$ cat src/rtl/weight_dbuf_ctrl_if.sv
// Bundle of weight-loader, SRAM write and compute-handshake signals for weight_dbuf_ctrl.
// slave is the controller side, master is the driver/observer side.
interface weight_dbuf_ctrl_if #(
    parameter int LEN_W  = 11,
    parameter int ADDR_W = 14,
    parameter int DATA_W = 32
);
    logic              load_start_i;
    logic [LEN_W-1:0]  load_len_i;
    logic              load_ack_o;
    logic              ext_valid_i;
    logic [DATA_W-1:0] ext_data_i;
    logic              ext_ready_o;
    logic              mem_we_o;
    logic [ADDR_W-1:0] mem_waddr_o;
    logic [DATA_W-1:0] mem_wdata_o;
    logic              comp_req_i;
    logic              comp_active_o;
    logic              comp_buf_o;
    logic              comp_done_i;
    logic [1:0]        buf_full_o;
    logic              load_busy_o;
    logic [15:0]       stall_cnt_o;

    modport slave (
        input  load_start_i, load_len_i, ext_valid_i, ext_data_i, comp_req_i, comp_done_i,
        output load_ack_o, ext_ready_o, mem_we_o, mem_waddr_o, mem_wdata_o,
               comp_active_o, comp_buf_o, buf_full_o, load_busy_o, stall_cnt_o
    );

    modport master (
        output load_start_i, load_len_i, ext_valid_i, ext_data_i, comp_req_i, comp_done_i,
        input  load_ack_o, ext_ready_o, mem_we_o, mem_waddr_o, mem_wdata_o,
               comp_active_o, comp_buf_o, buf_full_o, load_busy_o, stall_cnt_o
    );
endinterface

$ cat src/rtl/weight_dbuf_ctrl.sv
// Ping-pong controller for the two 8 KiB halves of the weight memory: loads one half while compute uses the other.
// Optional compute-stall counter enabled by defining WBUF_STALL_CNT_EN.
//
// Loader FSM
//   state  | meaning
//   L_IDLE | waiting for load_start_i with buffer[wr_ptr] EMPTY
//   L_LOAD | accepting words into buffer[wr_ptr]
// Compute FSM
//   state    | meaning
//   C_IDLE   | waiting for comp_req_i with buffer[rd_ptr] FULL
//   C_ACTIVE | buffer[rd_ptr] granted to compute, waiting for comp_done_i
module weight_dbuf_ctrl #(
    parameter int TOTAL_WEIGHT_MEMORY_SIZE      = 16384,
    parameter int PER_BUFFER_WEIGHT_MEMORY_SIZE = 8192,
    parameter int BIT_WIDTH_EXTERNAL_PORT       = 32,
    parameter int WEIGHT_MEMORY_ADDR_SIZE       = 14,
    parameter int LEN_W                         = 11
) (
    input  logic                clk,
    input  logic                reset,
    weight_dbuf_ctrl_if.slave   bus
);
    localparam int NUM_BUFS = TOTAL_WEIGHT_MEMORY_SIZE / PER_BUFFER_WEIGHT_MEMORY_SIZE;
    localparam int BYTE_W   = $clog2(BIT_WIDTH_EXTERNAL_PORT / 8);
    localparam logic [LEN_W-1:0] LEN_ONE = 1;

    typedef enum logic [1:0] {B_EMPTY, B_FULL, B_IN_USE} buf_state_t;
    typedef enum logic {L_IDLE, L_LOAD} ld_state_t;
    typedef enum logic {C_IDLE, C_ACTIVE} cp_state_t;

    ld_state_t  ld_q, ld_d;
    cp_state_t  cp_q, cp_d;
    buf_state_t buf_q [NUM_BUFS];

    logic                                wr_ptr;
    logic                                rd_ptr;
    logic [LEN_W-1:0]                    len_q;
    logic [LEN_W-1:0]                    cnt;
    logic                                load_ack_q;
    logic                                mem_we_q;
    logic [WEIGHT_MEMORY_ADDR_SIZE-1:0]  mem_waddr_q;
    logic [BIT_WIDTH_EXTERNAL_PORT-1:0]  mem_wdata_q;
    logic                                comp_buf_q;
    logic [NUM_BUFS-1:0]                 full_vec;

    logic load_accept;
    logic wr_hs;
    logic last_word;
    logic grant;
    logic release_buf;

    always_ff @(posedge clk) begin
        if (reset) begin
            ld_q <= L_IDLE;
            cp_q <= C_IDLE;
        end else begin
            ld_q <= ld_d;
            cp_q <= cp_d;
        end
    end

    // len_q - 1 wraps to 2047 when len_q is 0, which gives the 2048-word load for free.
    always_comb begin
        ld_d        = ld_q;
        load_accept = 1'b0;
        wr_hs       = 1'b0;
        last_word   = 1'b0;
        case (ld_q)
            L_IDLE: begin
                if (bus.load_start_i && (buf_q[wr_ptr] == B_EMPTY)) begin
                    load_accept = 1'b1;
                    ld_d        = L_LOAD;
                end
            end
            L_LOAD: begin
                if (bus.ext_valid_i) begin
                    wr_hs = 1'b1;
                    if (cnt == (len_q - LEN_ONE)) begin
                        last_word = 1'b1;
                        ld_d      = L_IDLE;
                    end
                end
            end
            default: ld_d = L_IDLE;
        endcase
    end

    always_comb begin
        cp_d        = cp_q;
        grant       = 1'b0;
        release_buf = 1'b0;
        case (cp_q)
            C_IDLE: begin
                if (bus.comp_req_i && (buf_q[rd_ptr] == B_FULL)) begin
                    grant = 1'b1;
                    cp_d  = C_ACTIVE;
                end
            end
            C_ACTIVE: begin
                if (bus.comp_done_i) begin
                    release_buf = 1'b1;
                    cp_d        = C_IDLE;
                end
            end
            default: cp_d = C_IDLE;
        endcase
    end

    // Loader only ever touches an EMPTY buffer and compute only a FULL/IN_USE one, so they never collide.
    always_ff @(posedge clk) begin
        if (reset) begin
            for (int b = 0; b < NUM_BUFS; b++) buf_q[b] <= B_EMPTY;
            wr_ptr      <= 1'b0;
            rd_ptr      <= 1'b0;
            len_q       <= '0;
            cnt         <= '0;
            load_ack_q  <= 1'b0;
            mem_we_q    <= 1'b0;
            mem_waddr_q <= '0;
            mem_wdata_q <= '0;
            comp_buf_q  <= 1'b0;
        end else begin
            load_ack_q <= load_accept;
            mem_we_q   <= wr_hs;
            if (load_accept) begin
                len_q <= bus.load_len_i;
                cnt   <= '0;
            end
            if (wr_hs) begin
                mem_waddr_q <= {wr_ptr, cnt, {BYTE_W{1'b0}}};
                mem_wdata_q <= bus.ext_data_i;
                cnt         <= cnt + LEN_ONE;
            end
            if (last_word) begin
                buf_q[wr_ptr] <= B_FULL;
                wr_ptr        <= ~wr_ptr;
            end
            if (grant) begin
                buf_q[rd_ptr] <= B_IN_USE;
                comp_buf_q    <= rd_ptr;
            end
            if (release_buf) begin
                buf_q[rd_ptr] <= B_EMPTY;
                rd_ptr        <= ~rd_ptr;
            end
        end
    end

    always_comb begin
        full_vec = '0;
        for (int b = 0; b < NUM_BUFS; b++) full_vec[b] = (buf_q[b] != B_EMPTY);
    end

    assign bus.load_ack_o    = load_ack_q;
    assign bus.ext_ready_o   = (ld_q == L_LOAD);
    assign bus.load_busy_o   = (ld_q == L_LOAD);
    assign bus.mem_we_o      = mem_we_q;
    assign bus.mem_waddr_o   = mem_waddr_q;
    assign bus.mem_wdata_o   = mem_wdata_q;
    assign bus.comp_active_o = (cp_q == C_ACTIVE);
    assign bus.comp_buf_o    = comp_buf_q;
    assign bus.buf_full_o    = full_vec;

`ifdef WBUF_STALL_CNT_EN
    logic [15:0] stall_q;

    always_ff @(posedge clk) begin
        if (reset) begin
            stall_q <= '0;
        end else if (bus.comp_req_i && (cp_q != C_ACTIVE) && (stall_q != 16'hFFFF)) begin
            stall_q <= stall_q + 16'd1;
        end
    end

    assign bus.stall_cnt_o = stall_q;
`else
    assign bus.stall_cnt_o = '0;
`endif
endmodule
$ cat src/flat_wrapper.sv
// flat-port wrapper written by rule: the top's interface ports become plain ports
module weight_dbuf_ctrl_flat 
#(
    parameter int TOTAL_WEIGHT_MEMORY_SIZE      = 16384,
    parameter int PER_BUFFER_WEIGHT_MEMORY_SIZE = 8192,
    parameter int BIT_WIDTH_EXTERNAL_PORT       = 32,
    parameter int WEIGHT_MEMORY_ADDR_SIZE       = 14,
    parameter int LEN_W                         = 11
)
  (clk, reset, bus_load_start_i, bus_load_len_i, bus_ext_valid_i, bus_ext_data_i, bus_comp_req_i, bus_comp_done_i, bus_load_ack_o, bus_ext_ready_o, bus_mem_we_o, bus_mem_waddr_o, bus_mem_wdata_o, bus_comp_active_o, bus_comp_buf_o, bus_buf_full_o, bus_load_busy_o, bus_stall_cnt_o);
  weight_dbuf_ctrl_if #(.LEN_W(LEN_W)) bus_i ();
  input  logic clk;
  input  logic reset;
  input wire logic [$bits(bus_i.load_start_i)-1:0] bus_load_start_i;
  input wire logic [$bits(bus_i.load_len_i)-1:0] bus_load_len_i;
  input wire logic [$bits(bus_i.ext_valid_i)-1:0] bus_ext_valid_i;
  input wire logic [$bits(bus_i.ext_data_i)-1:0] bus_ext_data_i;
  input wire logic [$bits(bus_i.comp_req_i)-1:0] bus_comp_req_i;
  input wire logic [$bits(bus_i.comp_done_i)-1:0] bus_comp_done_i;
  output wire logic [$bits(bus_i.load_ack_o)-1:0] bus_load_ack_o;
  output wire logic [$bits(bus_i.ext_ready_o)-1:0] bus_ext_ready_o;
  output wire logic [$bits(bus_i.mem_we_o)-1:0] bus_mem_we_o;
  output wire logic [$bits(bus_i.mem_waddr_o)-1:0] bus_mem_waddr_o;
  output wire logic [$bits(bus_i.mem_wdata_o)-1:0] bus_mem_wdata_o;
  output wire logic [$bits(bus_i.comp_active_o)-1:0] bus_comp_active_o;
  output wire logic [$bits(bus_i.comp_buf_o)-1:0] bus_comp_buf_o;
  output wire logic [$bits(bus_i.buf_full_o)-1:0] bus_buf_full_o;
  output wire logic [$bits(bus_i.load_busy_o)-1:0] bus_load_busy_o;
  output wire logic [$bits(bus_i.stall_cnt_o)-1:0] bus_stall_cnt_o;
  assign bus_i.load_start_i = bus_load_start_i;
  assign bus_i.load_len_i = bus_load_len_i;
  assign bus_i.ext_valid_i = bus_ext_valid_i;
  assign bus_i.ext_data_i = bus_ext_data_i;
  assign bus_i.comp_req_i = bus_comp_req_i;
  assign bus_i.comp_done_i = bus_comp_done_i;
  assign bus_load_ack_o = bus_i.load_ack_o;
  assign bus_ext_ready_o = bus_i.ext_ready_o;
  assign bus_mem_we_o = bus_i.mem_we_o;
  assign bus_mem_waddr_o = bus_i.mem_waddr_o;
  assign bus_mem_wdata_o = bus_i.mem_wdata_o;
  assign bus_comp_active_o = bus_i.comp_active_o;
  assign bus_comp_buf_o = bus_i.comp_buf_o;
  assign bus_buf_full_o = bus_i.buf_full_o;
  assign bus_load_busy_o = bus_i.load_busy_o;
  assign bus_stall_cnt_o = bus_i.stall_cnt_o;
  weight_dbuf_ctrl #(.TOTAL_WEIGHT_MEMORY_SIZE(TOTAL_WEIGHT_MEMORY_SIZE), .PER_BUFFER_WEIGHT_MEMORY_SIZE(PER_BUFFER_WEIGHT_MEMORY_SIZE), .BIT_WIDTH_EXTERNAL_PORT(BIT_WIDTH_EXTERNAL_PORT), .WEIGHT_MEMORY_ADDR_SIZE(WEIGHT_MEMORY_ADDR_SIZE), .LEN_W(LEN_W)) u_core (.clk(clk), .reset(reset), .bus(bus_i));
endmodule
$ cat config.mk
export PLATFORM = sky130hd
export DESIGN_NAME = weight_dbuf_ctrl_flat
export DESIGN_NICKNAME = d
export VERILOG_FILES = /design/src/rtl/weight_dbuf_ctrl_if.sv /design/src/rtl/weight_dbuf_ctrl.sv /design/src/flat_wrapper.sv
export SDC_FILE = /design/constraint.sdc
export NUM_CORES = 1
export LEC_CHECK = 0
export BUFFER_PORTS_ARGS = -buffer_cell sky130_fd_sc_hd__buf_2
export CORE_UTILIZATION = 35
export DETAILED_ROUTE_END_ITERATION = 6
export SLEW_MARGIN = 15
export SYNTH_ARGS = -nofsm -noshare
export SYNTH_HDL_FRONTEND = slang
export SYNTH_SLANG_ARGS = --single-unit
$ cat constraint.sdc
create_clock -name clk -period 2.82 [get_ports clk]
set_input_delay 0.282 -clock clk [delete_from_list [all_inputs] [get_ports clk]]
set_output_delay 0.282 -clock clk [all_outputs]
set_load 0.02 [all_outputs]
==> out/results.ini, run 1 <==
[status]
outcome=finished clean

[global_routing]
grt_usage=0.157
grt_start_max_net_pins=57
first_global_vias=2645
grt_pass1_wl_um=12800
overflow=0
initial_antenna_violation_count=0

[cts]
hold_buffers=0
h-tree-depth=3
worst_skew_pair.late_latency_ns=0.34
clock_sinks=79
tritoncts=yes
cts_resized=0
clock-root-buffer=clkbuf_8
post_cts_setup_buffers=0
clockBufferDepth=2
clock_transition_at_path_regs_ns=0.08
number_of_buffers_inserted_during_clock_tree_synthesis=9

[routing]
post-route-drc-count=0
drt_first_pass_iters=4
drtIter0Drc=124
num_vias=3062
post_drt_wl_per_cell_um=12.3
totalWireLength_um=8030
antenna_violating_nets_post_route=0
detail_routed_via_count_per_cell=4.68

[worst_setup_path]
worst-r2r-cell-count=8
crit-reg2reg-launch=u_core.len_q[1]$_SDFFE_PP0P_
crit_fanout=7
required_ns=2.86
setup.worst_path.end_class=register
arrival_ns=2.73
setup.worst_path.start_class=register
rr_endpoint=u_core.buf_q[1][1]$_SDFFCE_PN0P_
ff2ff_setup_slack_ns=0.13
path_class=register to register

[yosys]
synth_area_um2=3500
synth.yosys.seq_area_share=0.458
yosys-top-cells-area=dfxtp_1, nand2_1, a21oi_1, nor2_1, buf_4
synth_edf_count=2
syn_area_per_cell_um2=8.15
post-synth-top-area-fraction=0.441
synth.top_cells.by_count=nand2_1, dfxtp_1, a21oi_1
post_synth_inst_count=429
netlist.top_cell.by_area=dfxtp_1
ys_seq_elements=79
netlist_cell_types=51
synth-warning-count=0
ys.flop_type=dfxtp_1
async_reset_ff_frac=0
synth_most_common_cell=nand2_1

[worst_hold_path]
hold_crit_endpoint=u_core.len_q[3]$_SDFFE_PP0P_
worst_min_path_start=bus_load_len_i[3]
timing.hold.worst_path_depth=3
min_path_type=input port to register

[cells_and_area]
fill_cells=1037
post_route_cells_drive_above_1_share=0.269
antenna-diode-count=0
postLayoutCoreUtil=0.435
finalNetCount=568
layout-area-overhead-vs-synth_pct=21.2

[sta]
layout_setup_ws_ns=0.128
fin_hold_ws_ns=0.169
slew_violations=0
slew-limit-headroom=0.612
setup_viol=0
setup-tns-final_ns=0
final_count_of_hold_timing_violations=0
unrepaired_setup_endpoints_after_global_routing=false
min_period_over_period=0.955
timing_worst_slew_pin_value_ns=0.580
timing.fmax_ghz=0.371
layout_skew_ns=0.00906
timing.final.crit_period_ns=2.69

[place]
post-place-ws_ns=0.0888
hpwl_um=5510
gp_congestion=0.850
place.port_buffers=100

[power]
pwr_density_cell_nw_per_um2=541
ir_worst_vdd_mv=0.282
power_total_mw=2.29
static_power_due_to_leakage_nw=1.90

[floorplan]
die_area_um2=10400
placementRows=36
floorplan.initialDensity=0.359
top_level_ports=119
die-width_um=102
coreArea_um2=9730
floorplan.die.height_um=102

[run]
drv_cap=0

==> worst max-delay path, stage by stage, from the launching register on <==
cell	delay, ns
dfxtp_1	0.39
inv_1	0.08
ha_1	0.25
or4_2	0.56
a2111oi_1	0.43
nor3_1	0.14
a21oi_2	0.22
nand3_1	0.11
o21ai_0	0.20
==> registers in the layout, indices dropped and copies added (netlist names), named ones only <==
signal                    count
u_core.wr_ptr                 1
u_core.bus.mem_we_o           1
u_core.bus.mem_wdata_o       32
u_core.rd_ptr                 1
u_core.cnt                   11
u_core.bus.comp_buf_o         1
u_core.bus.comp_active_o      1
u_core.bus.mem_waddr_o       12
u_core.bus.load_ack_o         1
u_core.bus.ext_ready_o        1
u_core.len_q                 11
u_core.buf_q                  4
==> metal layers <==
layer	track usage	routed length, µm	up-vias
met5	0	0	-
met4	0.0462	74	0
met3	0.0499	417	9
met2	0.248	3700	95
met1	0.205	3840	1379
li1	-	-	1579
==> report_power, final <==
| group | internal (mW) | switching [mW] |
|---|---|---|
| logic | 0.113 | 0.189 |
| registers | 1.15 | 0.0269 |
| clock network | 0.407 | 0.409 |
| total | 1.67 | 0.625 |
==> kinds of logic after synthesis <==
| logic type | after synthesis | share of synthesized area |
|---|---|---|
| other | 1 | 0.00107 |
| AOI/OAI and AO/OA | 86 | 0.150 |
| muxes | 14 | 0.0412 |
| and+or+nand+nor | 180 | 0.228 |
| DFF | 79 | 0.458 |
| buffers and inverters | 52 | 0.0766 |
| xor gates and xnor gates | 15 | 0.0376 |
| adders and majority gates | 2 | 0.00716 |
==> how the worst max path moves through the flow <==
stage                                 start                                to  slack, ns  cells after the start
5_1_grt        u_core.len_q[1]$_SDFFE_PP0P_  u_core.buf_q[1][1]$_SDFFCE_PN0P_       0.02                      8
3_3_place_gp   u_core.len_q[0]$_SDFFE_PP0P_  u_core.buf_q[1][1]$_SDFFCE_PN0P_       0.14                      8
2_1_floorplan  u_core.len_q[0]$_SDFFE_PP0P_  u_core.buf_q[1][1]$_SDFFCE_PN0P_       0.33                      8
3_5_place_dp   u_core.len_q[0]$_SDFFE_PP0P_  u_core.buf_q[1][1]$_SDFFCE_PN0P_       0.09                      8
4_1_cts        u_core.len_q[0]$_SDFFE_PP0P_  u_core.buf_q[1][1]$_SDFFCE_PN0P_       0.07                      8
6_report       u_core.len_q[1]$_SDFFE_PP0P_  u_core.buf_q[1][1]$_SDFFCE_PN0P_       0.13                      8
==> stage by stage <==
step / instances / area (µm²)
2_1_floorplan: 446 / 3560
3_3_place_gp: 639 / 4040
3_5_place_dp: 639 / 4040
4_1_cts: 654 / 4230
5_1_grt: 654 / 4240
6_report: 654 / 4240
==> final cells by class <==
class                   instances  area (µm²)  share of cell area
multi-input cells             315        1700               0.402
flip-flops and latches         79        1600               0.378
well taps                     133         166              0.0393
clock inverters                 5        57.6              0.0136
inverters                       6        22.5             0.00532
clock buffers                  10         128              0.0301
repair buffers                106         558               0.132
==> cells in the final DEF, fill, tap and decap left out, drive strengths merged, types with 2 or more instances in the layout <==
master	instances
nor2	41
nor3	6
nand2b	2
nand2	99
xnor2	9
buf	106
nor3b	3
clkbuf	10
a22oi	6
a2111oi	3
mux2	3
inv	8
o21ai	11
nor2b	2
or4	3
a21oi	53
mux2i	11
dfxtp	77
edfxtp	2
or2	2
and3	6
xor2	6
nand3	5
a31oi	2
ha	2
nand4	4
conb	18
a21o	2
Power figures use the tool's default switching activity.
==> run 2: changes to the inputs <==
Clock period 2.82 ns to 3.18 ns, I/O delays scaled along.
==> out/results.ini, run 2 (same netlist as run 1, synthesis figures left out) <==
[routing]
post_drt_wl_per_cell_um=12.5  ; was 12.3 µm
detail_routed_via_count_per_cell=4.76  ; was 4.68
totalWireLength_um=8200  ; was 8030 µm
num_vias=3112  ; was 3,062
drt_first_pass_iters=4  ; unchanged
antenna_violating_nets_post_route=0  ; unchanged
post-route-drc-count=0  ; unchanged
drtIter0Drc=129  ; was 124

[sta]
setup_viol=0  ; unchanged
timing.fmax_ghz=0.362  ; was 0.371 GHz
slew_violations=0  ; unchanged
final_count_of_hold_timing_violations=0  ; unchanged
timing.final.crit_period_ns=2.76  ; was 2.69 ns
min_period_over_period=0.869  ; was 0.955
slew-limit-headroom=0.561  ; was 0.612
timing_worst_slew_pin_value_ns=0.657  ; was 0.580 ns
unrepaired_setup_endpoints_after_global_routing=false  ; unchanged
fin_hold_ws_ns=0.191  ; was 0.169 ns
layout_skew_ns=0.00982  ; was 0.00906 ns
setup-tns-final_ns=0  ; unchanged

[global_routing]
busiest_layer_in_global_routing=met2  ; unchanged
overflow=0  ; unchanged
grt_usage=0.155  ; was 0.157
gr-usage-met3=0.0445  ; was 0.0499
gr-usage-met1=0.193  ; was 0.205
grt_pass1_wl_um=12600  ; was 12,800 µm
first_global_vias=2752  ; was 2,645
globalRouteMet2Util=0.252  ; was 0.248
initial_antenna_violation_count=0  ; unchanged
grt_start_max_net_pins=59  ; was 57

[status]
outcome=finished clean  ; unchanged

[worst_setup_path]
required_ns=3.24  ; was 2.86 ns
crit_fanout=7  ; unchanged
arrival_ns=2.82  ; was 2.73 ns
setup.worst_path.end_class=register  ; unchanged
path_class=register to register  ; unchanged
setup.worst_path.start_class=register  ; unchanged

[cts]
number_of_buffers_inserted_during_clock_tree_synthesis=9  ; unchanged
clock-root-buffer=clkbuf_8  ; unchanged
clockBufferDepth=2  ; unchanged
h-tree-depth=3  ; unchanged
post_cts_setup_buffers=0  ; unchanged
worst_skew_pair.late_latency_ns=0.36  ; was 0.34 ns
tritoncts=yes  ; unchanged
clock_sinks=79  ; unchanged
cts_resized=0  ; unchanged
clock_transition_at_path_regs_ns=0.09  ; was 0.08 ns
hold_buffers=0  ; unchanged

[power]
static_power_due_to_leakage_nw=1.88  ; was 1.90 nW
pwr_density_cell_nw_per_um2=477  ; was 541 nW/µm²
combinational_share_of_power=0.134  ; was 0.131
ir_worst_vdd_mv=0.245  ; was 0.282 mV
switch_pwr_uw=587  ; was 625 µW
sequentialPowerShare=0.518  ; was 0.513
clock_power_share=0.348  ; was 0.356
switching_share=0.291  ; was 0.272
internal_power_mw=1.43  ; was 1.67 mW

[floorplan]
die-width_um=102  ; unchanged
floorplan.die.height_um=102  ; unchanged
coreArea_um2=9730  ; unchanged
top_level_ports=119  ; unchanged
floorplan.initialDensity=0.359  ; unchanged
die_area_um2=10400  ; unchanged
placementRows=36  ; unchanged

[place]
place.port_buffers=100  ; unchanged
gp_congestion=0.809  ; was 0.850
hpwl_um=5630  ; was 5510 µm

[cells_and_area]
mostFrequentLayoutCell=buf_2  ; unchanged
finalNetCount=567  ; was 568
post_route_cells_drive_above_1_share=0.267  ; was 0.269
max_reg_flops=32  ; unchanged
antenna-diode-count=0  ; unchanged
fill_cells=1005  ; was 1,037
layout-area-overhead-vs-synth_pct=20.7  ; was 21.2%
commonest_non_fill_non_tap_cells_in_the_layout=buf_2, nand2_1, dfxtp_1  ; unchanged

[run]
drv_cap=0  ; unchanged

[worst_hold_path]
min_path_type=input port to register  ; unchanged

## run 2: cell types whose count changed in the layout (fill, tap and decap cells not counted), sizes merged
cell | previous run | this run
inv | 8 | 7
clkinvlp | 1 | 3
buf | 106 | 105
clkinv | 1 | 2
bufinv | 1 | 0
## run 2: worst max-delay path, stage by stage (launching register included)
cell	delay, ns
dfxtp_1	0.43
inv_1	0.09
ha_1	0.28
or4_2	0.55
a2111oi_0	0.46
nor3_1	0.13
a21oi_2	0.22
nand3_1	0.11
o21ai_0	0.20
## run 2: area by class of cell
class,count,area [µm²],area share
clock buffer,10,138,0.0326
sequential,79,1600,0.380
tap,133,166,0.0395
clock inverter,6,45.0,0.0107
inverter,6,22.5,0.00534
timing repair buffer,105,551,0.131
multi-input combinational,315,1690,0.402
## run 2: final timing paths
path / depth (start not counted) / endpoint / slack [ns] / start
min: 3 / u_core.bus.mem_wdata_o[30]$_SDFFE_PP0P_ / 0.19 / bus_ext_data_i[30]
min reg2reg: 2 / u_core.bus.mem_waddr_o[13]$_SDFFE_PP0P_ / 0.46 / u_core.bus.mem_waddr_o[13]$_SDFFE_PP0P_
max reg2reg: 8 / u_core.buf_q[1][1]$_SDFFCE_PN0P_ / 0.42 / u_core.len_q[0]$_SDFFE_PP0P_
max: 8 / u_core.buf_q[1][1]$_SDFFCE_PN0P_ / 0.42 / u_core.len_q[0]$_SDFFE_PP0P_
## run 2: stage by stage
| step | util | power (mW) | setup slack, ns | area (µm²) | cells |
|---|---|---|---|---|---|
| 2_1_floorplan | - | 1.27 | 0.690 | 3560 | 446 |
| 3_3_place_gp | 0.415 | 1.33 | 0.527 | 4040 | 638 |
| 3_5_place_dp | 0.415 | 1.34 | 0.436 | 4040 | 638 |
| 4_1_cts | 0.434 | 2.04 | 0.425 | 4220 | 654 |
| 5_1_grt | 0.434 | 2.11 | 0.157 | 4220 | 654 |
| 6_report | 0.434 | 2.01 | 0.416 | 4220 | 654 |
## run 2: per-layer routing
layer | routed length (µm) | up-vias
met5 | 0 | -
met4 | 167 | 0
met3 | 463 | 18
met2 | 3780 | 103
met1 | 3790 | 1419
li1 | - | 1572
## run 2: power by group through the flow
stage               registers (mW)  logic [mW]  clock network, mW
floorplan                     1.08       0.186                  0
global placement              1.06       0.264                  0
detailed placement            1.07       0.270                  0
CTS                           1.04       0.271              0.728
global route                  1.05       0.299              0.766
finish                        1.04       0.269              0.701
==> run 3: changes to the inputs <==
Settings changed: CORE_MARGIN from default to 3, CORE_UTILIZATION 35 to 54, PLACE_DENSITY from default to 0.85.
==> out/results.ini, run 3 (same netlist as run 1, synthesis figures left out) <==
[worst_setup_path]
setup.worst_path.end_class=register  ; unchanged
crit_fanout=7  ; unchanged
path_class=register to register  ; unchanged
setup.worst_path.start_class=register  ; unchanged
arrival_ns=2.85  ; was 2.82 ns
required_ns=3.23  ; was 3.24 ns

[place]
gp_congestion=0.796  ; was 0.809
hpwl_um=5640  ; was 5630 µm
place.port_buffers=100  ; unchanged
post-place-ws_ns=0.450  ; was 0.436 ns

[global_routing]
grt_usage=0.213  ; was 0.155
first_global_vias=2848  ; was 2,752
grt_pass1_wl_um=12900  ; was 12,600 µm
grt_start_max_net_pins=42  ; was 59
overflow=0  ; unchanged
initial_antenna_violation_count=0  ; unchanged

[floorplan]
die-width_um=86.5  ; was 102 µm
die_area_um2=7480  ; was 10,400 µm²
coreArea_um2=6100  ; was 9730 µm²
placementRows=28  ; was 36
floorplan.die.height_um=86.5  ; was 102 µm
top_level_ports=119  ; unchanged
floorplan.initialDensity=0.573  ; was 0.359

[cts]
clock_transition_at_path_regs_ns=0.09  ; about the same
clockBufferDepth=2  ; unchanged
cts_resized=0  ; unchanged
clock-root-buffer=clkbuf_8  ; unchanged
post_cts_setup_buffers=0  ; unchanged
tritoncts=yes  ; unchanged
worst_skew_pair.late_latency_ns=0.35  ; was 0.36 ns
h-tree-depth=3  ; unchanged
number_of_buffers_inserted_during_clock_tree_synthesis=9  ; unchanged
hold_buffers=0  ; unchanged
clock_sinks=79  ; unchanged

[cells_and_area]
post_route_cells_drive_above_1_share=0.264  ; was 0.267
finalNetCount=568  ; was 567
mostFrequentLayoutCell=buf_2  ; unchanged
commonest_non_fill_non_tap_cells_in_the_layout=buf_2, nand2_1, dfxtp_1  ; unchanged
antenna-diode-count=0  ; unchanged
layout-area-overhead-vs-synth_pct=19.4  ; was 20.7%
max_reg_flops=32  ; unchanged

[sta]
layout_skew_ns=0.0112  ; was 0.00982 ns
unrepaired_setup_endpoints_after_global_routing=false  ; unchanged
timing.fmax_ghz=0.357  ; was 0.362 GHz
timing_worst_slew_pin_value_ns=0.722  ; was 0.657 ns
final_count_of_hold_timing_violations=0  ; unchanged
setup-tns-final_ns=0  ; unchanged
min_period_over_period=0.881  ; was 0.869
layout_setup_ws_ns=0.379  ; was 0.416 ns
slew-limit-headroom=0.517  ; was 0.561
timing.final.crit_period_ns=2.80  ; was 2.76 ns
setup_viol=0  ; unchanged
slew_violations=0  ; unchanged

[routing]
met2_wirelength_um=3750  ; was 3780 µm
drt_first_pass_iters=4  ; unchanged
num_vias=3090  ; was 3,112
met3WireLength_um=476  ; was 463 µm
drtIter0Drc=141  ; was 129
post_drt_wl_per_cell_um=13.0  ; was 12.5 µm
totalWireLength_um=7760  ; was 8200 µm
wl_met1_um=3380  ; was 3790 µm
max_layer_used=met4  ; unchanged
detail_routed_via_count_per_cell=5.18  ; was 4.76
post-route-drc-count=0  ; unchanged
antenna_violating_nets_post_route=0  ; unchanged

[power]
pwr_density_cell_nw_per_um2=510  ; was 477 nW/µm²
static_power_due_to_leakage_nw=1.91  ; was 1.88 nW
ir_worst_vdd_mv=0.385  ; was 0.245 mV

[worst_hold_path]
min_path_type=input port to register  ; unchanged

[run]
drv_cap=0  ; unchanged

[status]
outcome=finished clean  ; unchanged

==> run 3: changes by cell type in the layout (fill, tap and decap cells not counted), sizes merged <==
| cell | before | now |
|---|---|---|
| buf | 105 | 106 |
| bufinv | 0 | 2 |
| clkinvlp | 3 | 0 |
| inv | 7 | 9 |
| clkinv | 2 | 1 |
==> run 3: path summary, 6_finish.rpt <==
path         cells after the start                                endpoint                                   start  slack (ns)
max                              8        u_core.buf_q[1][1]$_SDFFCE_PN0P_            u_core.len_q[0]$_SDFFE_PP0P_        0.38
min                              3  u_core.bus.mem_wdata_o[1]$_SDFFE_PP0P_                       bus_ext_data_i[1]        0.19
max reg2reg                      8        u_core.buf_q[1][1]$_SDFFCE_PN0P_            u_core.len_q[0]$_SDFFE_PP0P_        0.38
min reg2reg                      2  u_core.bus.mem_wdata_o[5]$_SDFFE_PP0P_  u_core.bus.mem_wdata_o[5]$_SDFFE_PP0P_        0.45
==> run 3: final cells by class <==
class / instances / area (µm²)
fillers: 493 / 1920
multi-input cells: 315 / 1690
flip-flops and latches: 79 / 1600
repair buffers: 106 / 546
clock buffers: 10 / 128
well taps: 75 / 93.8
clock inverters: 6 / 90.1
inverters: 6 / 22.5
==> run 3: per-layer routing <==
metal	track usage	up-vias
li1	-	1576
met2	0.342	94
met1	0.271	1404
met4	0.105	0
met5	0	-
met3	0.0456	16
==> run 3: metrics by stage <==
stage	hold slack, ns	instance area (µm²)	std cells	total power [mW]	util
final	0.191	4170	597	2.13	0.685
after floorplan	0.439	3560	446	1.27	-
after CTS	0.182	4170	597	2.14	0.685
after detailed placement	0.443	3960	581	1.33	0.649
after global routing	0.188	4170	597	2.22	0.685
after global placement	0.439	3960	581	1.33	0.649
==> run 3: power breakdown <==
part | total, mW | switching (mW) | internal, mW | leakage (nW)
clock network | 0.820 | 0.372 | 0.447 | 0.112
registers | 1.04 | 0.0230 | 1.02 | 0.645
logic | 0.265 | 0.165 | 0.101 | 1.15
total | 2.13 | 0.560 | 1.57 | 1.91
==> run 3: critical path, stage by stage, from the launching register on <==
cell and delay, ns:
dfxtp_1 0.43, inv_1 0.08, ha_1 0.28, or4_2 0.55, a2111oi_0 0.48, nor3_1 0.14, a21oi_2 0.22, nand3_1 0.12
o21ai_0 0.20
